### src/rtl/reg_file_param.sv
// reg_file_param: parameterised register file with two combinational read
// ports, one synchronous write port, optional write-to-read forwarding,
// optional hardwired-zero register 0 and a sequential clear sweep.
//
// Ports:
//   clock           - single clock, all state changes on rising edge
//   reset           - asynchronous, active-low reset
//   regWrite        - write enable
//   write_reg_addr  - write destination address
//   write_data      - write value
//   read_reg_addr_1 - read port 1 address
//   read_reg_addr_2 - read port 2 address
//   clear_req       - request a sequential clear of all registers
//   read_data_1     - read port 1 data (combinational)
//   read_data_2     - read port 2 data (combinational)
//   busy            - high while the clear sweep runs
//   clear_done      - one-cycle pulse in the first IDLE cycle after a sweep
//   write_drop      - one-cycle pulse after a write that was discarded
module reg_file_param #(
  parameter int DATA_W   = 16,
  parameter int ADDR_W   = 4,
  parameter int BYPASS   = 1,
  parameter int ZERO_REG = 0
) (
  input  logic              clock,
  input  logic              reset,
  input  logic              regWrite,
  input  logic [ADDR_W-1:0] write_reg_addr,
  input  logic [DATA_W-1:0] write_data,
  input  logic [ADDR_W-1:0] read_reg_addr_1,
  input  logic [ADDR_W-1:0] read_reg_addr_2,
  input  logic              clear_req,
  output logic [DATA_W-1:0] read_data_1,
  output logic [DATA_W-1:0] read_data_2,
  output logic              busy,
  output logic              clear_done,
  output logic              write_drop
);

  localparam int unsigned DEPTH = 2 ** ADDR_W;

  typedef enum logic {
    IDLE,
    CLEAR
  } state_t;

  state_t            state, state_nxt;
  logic [ADDR_W-1:0] idx, idx_nxt;
  logic [DATA_W-1:0] regs [DEPTH];
  logic              last;
  logic              wr_en;
  logic              wr_discard;
  logic              wr_zero_reg;

  // Writes to a hardwired register 0 are silently ignored: neither stored
  // nor reported as dropped.
  assign wr_zero_reg = (ZERO_REG != 0) && (write_reg_addr == '0);

  always_comb begin
    state_nxt  = state;
    idx_nxt    = idx;
    wr_en      = 1'b0;
    wr_discard = 1'b0;
    // Exit is decided on the last index before incrementing, so idx never wraps.
    last       = (idx == ADDR_W'(DEPTH - 1));
    unique case (state)
      IDLE: begin
        if (clear_req) begin
          state_nxt  = CLEAR;
          idx_nxt    = '0;
          wr_discard = regWrite;
        end else begin
          wr_en = regWrite;
        end
      end
      CLEAR: begin
        wr_discard = regWrite;
        if (last) begin
          state_nxt = IDLE;
        end else begin
          idx_nxt = idx + 1'b1;
        end
      end
    endcase
    if (wr_zero_reg) begin
      wr_en      = 1'b0;
      wr_discard = 1'b0;
    end
  end

  always_ff @(posedge clock or negedge reset) begin
    if (!reset) begin
      state      <= IDLE;
      idx        <= '0;
      clear_done <= 1'b0;
      write_drop <= 1'b0;
    end else begin
      state      <= state_nxt;
      idx        <= idx_nxt;
      clear_done <= (state == CLEAR) && last;
      write_drop <= wr_discard;
    end
  end

  always_ff @(posedge clock or negedge reset) begin
    if (!reset) begin
      for (int unsigned i = 0; i < DEPTH; i++) begin
        regs[i] <= '0;
      end
    end else if (state == CLEAR) begin
      regs[idx] <= '0;
    end else if (wr_en) begin
      regs[write_reg_addr] <= write_data;
    end
  end

  assign busy = (state == CLEAR);

  // Forwarding follows the write request in IDLE; zero-register masking
  // is applied last so it also overrides forwarded data.
  always_comb begin
    read_data_1 = regs[read_reg_addr_1];
    if ((BYPASS != 0) && (state == IDLE) && regWrite &&
        (read_reg_addr_1 == write_reg_addr)) begin
      read_data_1 = write_data;
    end
    if ((ZERO_REG != 0) && (read_reg_addr_1 == '0)) begin
      read_data_1 = '0;
    end
  end

  always_comb begin
    read_data_2 = regs[read_reg_addr_2];
    if ((BYPASS != 0) && (state == IDLE) && regWrite &&
        (read_reg_addr_2 == write_reg_addr)) begin
      read_data_2 = write_data;
    end
    if ((ZERO_REG != 0) && (read_reg_addr_2 == '0)) begin
      read_data_2 = '0;
    end
  end

endmodule

### config.mk
export PLATFORM = sky130hd
export DESIGN_NAME = reg_file_param
export DESIGN_NICKNAME = d
export VERILOG_FILES = /design/src/rtl/reg_file_param.sv
export SDC_FILE = /design/constraint.sdc
export NUM_CORES = 1
export LEC_CHECK = 0
export ABC_AREA = 0
export CAP_MARGIN = 30
export CELL_PAD_IN_SITES_DETAIL_PLACEMENT = 0
export CELL_PAD_IN_SITES_GLOBAL_PLACEMENT = 2
export CORE_MARGIN = 2
export CORE_UTILIZATION = 40
export CTS_BUF_LIST = sky130_fd_sc_hd__clkbuf_8
export DETAILED_ROUTE_END_ITERATION = 10
export GPL_TIMING_DRIVEN = 0
export HOLD_SLACK_MARGIN = 0.05
export PLACE_DENSITY = 0.7
export SETUP_SLACK_MARGIN = 0.4
export SLEW_MARGIN = 20
export SYNTH_ARGS = -nofsm -noshare
export SYNTH_HDL_FRONTEND = slang
export SYNTH_SLANG_ARGS = --single-unit
### constraint.sdc
create_clock -name clock -period 5.15 [get_ports clock]
set_input_delay 0.7725 -clock clock [delete_from_list [all_inputs] [get_ports clock]]
set_output_delay 0.7725 -clock clock [all_outputs]
set_load 0.03 [all_outputs]
==> out/qor.csv <==
stage,metric,value,unit
timing,Final Hold Vio Count,0,
yosys,Post-synth ARST share,1.00,
clock_tree,Post-CTS Setup Bufs,0,
drt,drt total wl,49.9,mm
clock_tree,deepest clock path buffer count,3,
drt,drt drc,0,
drt,Routed Antenna Nets,0,
min_path,worst min-delay path category,in -> async,
yosys,"EDFF count, synth",0,
placed_design,Detail Placement HPWL,35.3,mm
critical_path,Worst Path Required,4.38,ns
power_and_ir_drop,Worst VDD drop,0.000252,V
drt,DRT met1 WL,21.7,mm
clock_tree,"Hold-fix buffers, CTS",0,
clock_tree,clk slew on worst S/H paths,0.06,ns
critical_path,worst reg2reg path depth,6,
critical_path,Crit Path Category,in -> out,
critical_path,worst r2r dst,regs[29],
drt,met2 routed WL,23.4,mm
global_route,largest net degree at the start of global routing,92,
critical_path,reg2reg start,busy,
global_route,first-pass GRT wire length,74.8,mm
clock_tree,total clock sinks,263,
clock_tree,number of buffers created by CTS,49,
timing,final setup fails,0,
finish,layout cells sized above 1,0.275,
yosys,Gate Count Post-Synth,1016,
timing,Slew HR,0.294,
critical_path,CP Capture Type,output port,
yosys,Syn Area/Cell,14.2,um2
timing,Max Clk Rate,218,MHz
finish,"commonest non-fill, non-tap cell in the layout",dfrtp_1,
critical_path,crit path DAT,3.82,ns
clock_tree,clock root cell,clkbuf_8,
global_route,overall global routing resource usage,0.270,
timing,Slew Limit Fails,0,
yosys,"Seq/Total Area, Yosys",0.455,
critical_path,crit path max fanout,10,
placed_design,Port Buffers,40,
placed_design,RD Place Congestion,0.834,
critical_path,Critical Path Source,read_reg_addr_2[0],
status,outcome,"complete, no violations",
finish,n_diodes,0,
power_and_ir_drop,Pwr Total,5.76,mW
critical_path,nature of the critical path startpoint,input pin,
floorplan,Die Height,194,um
clock_tree,H-tree levels,2,
floorplan,die footprint,37700,um2
power_and_ir_drop,Pleak,7.44,nW
drt,Detail Route met3 WL,3.42,mm
global_route,vias in the first global route,10700,
critical_path,worst reg2reg setup slack,2.54,ns
drt,vias per cell,6.48,
floorplan,I/O pins,67,
timing,skew final,0.0234,ns
finish,nets,1152,
floorplan,initial core utilization,0.407,
drt,vias,10400,
drt,Initial DRC Count,862,
drt,drt pass-1 iters,4,
yosys,top_reg_cell synth,dfrtp_1,
yosys,number of synthesized register bits,263,
drt,Top Layer Used,met4,
clock_tree,CTS tree,done,
placed_design,placed insts,1523,
yosys,Yosys warnings,0,
job,Max-Cap Viols,0,
floorplan,Die W,194,um
floorplan,core area,35600,um2
global_route,initial antenna violation count,0,
global_route,grt ovf,0,
timing,crit share post-route,0.892,
timing,Worst Tran Pin Value,1.06,ns
yosys,largest cells by area after synthesis,"dfrtp_1, mux4_2, a22o_1, mux2i_1, mux2_2",
yosys,area share of the largest cell type after synthesis,0.455,
clock_tree,Resized Gates After CTS,0,
floorplan,row count,69,
yosys,area of the mapped netlist,14500,um2
clock_tree,Clock Latency Late Sink,0.63,ns
finish,Post-Layout Cell Count,1608,
finish,fillers,3254,
finish,Area Growth Syn to Fin,14.5,%
finish,"commonest cells after routing, fill and taps aside","dfrtp_1, a22o_1, mux4_2",
timing,fin crit period,4.59,ns
critical_path,Critical path destination,read_data_2[4],
timing,RSZ-0062 raised after global routing,no,
yosys,Synth cell types,39,
yosys,"area leader, netlist",dfrtp_1,
yosys,Post-Syn Nets,1053,
power_and_ir_drop,Power Dens Cells,348,nW/um2
drt,DR WL/cell,31.1,um
## kinds of logic after synthesis
kind of cell | after synthesis | synth area share
AO/OA/AOI/OAI | 296 | 0.173
AND/OR/NAND/NOR | 60 | 0.0317
adder cells (fa/ha/maj) | 5 | 0.00432
multiplexers | 257 | 0.291
buffers and inverters | 126 | 0.0394
XOR/XNOR | 9 | 0.00545
flip-flops | 263 | 0.455
## critical path: stages
cell,delay [ns]
buf_2,0.38
buf_2,0.50
buf_2,0.42
mux4_2,0.35
mux2i_1,0.26
mux2i_1,0.19
mux2_2,0.32
clkdlybuf4s50_1,0.59
## how the worst min path moves through the flow
stage / to / cells after the start
2_1_floorplan: regs[14] / 1
3_3_place_gp: regs[124] / 1
3_5_place_dp: regs[59] / 1
4_1_cts: regs[166] / 1
5_1_grt: regs[166] / 1
6_report: regs[166] / 1
## per-stage QoR
stage	utilization	TNS (ns)	setup slack, ns	hold WS [ns]	instance area [um2]
finish	0.466	0	0.559	0.0907	16600
global route	0.466	0	0.402	0.118	16600
global placement	0.434	-2283.46	-8.73	0.494	15400
CTS	0.465	0	0.520	0.0731	16500
detailed placement	0.438	0	0.526	0.498	15600
floorplan	-	0	1.98	0.472	14500
## cells in the mapped netlist (2+ instances only)
cell / instances
nand3_1: 4
nand2b_1: 3
a31oi_2: 3
ha_1: 5
nor2_1: 20
dfrtp_1: 263
nor4_4: 4
mux2_2: 33
mux2i_1: 96
clkbuf_1: 37
buf_4: 4
a31oi_1: 2
o31ai_1: 3
a22o_1: 240
nor3_4: 7
buf_1: 30
nor3_1: 3
buf_6: 3
nor3_2: 4
inv_1: 4
a21oi_1: 22
buf_2: 47
xnor2_1: 3
o21ai_0: 3
o22a_1: 16
nor2b_1: 4
mux4_2: 128
a21oi_2: 6
xor2_1: 6
nand2_1: 4
## report_power, final
part / switching [mW] / leakage [nW] / internal [mW]
Combinational: 0.827 / 3.23 / 0.510
Sequential: 0.138 / 3.65 / 2.24
Clock: 0.935 / 0.558 / 1.11
## sequential cells by signal, summed over array words and instances, names as in the netlist
| name | count |
|---|---|
| regs | 256 |
| idx | 4 |
| busy | 1 |
| clear_done | 1 |
| write_drop | 1 |
## cell type report
class	instances	area (um2)	share of cell area
plain buffers	121	551	0.0332
clock buffers	65	895	0.0540
clock inverters	18	71.3	0.00431
inverters	5	18.8	0.00113
multi-input cells	627	7320	0.442
flip-flops and latches	263	6580	0.397
well taps	461	577	0.0348
repair buffers	48	544	0.0329
## layer usage
metal | vias to the layer above | GRT usage
li1 | 4305 | -
met1 | 5586 | 0.385
met2 | 444 | 0.418
met3 | 84 | 0.0477
met4 | 0 | 0.0932
met5 | - | 0
(Power assumes the default switching activity.)
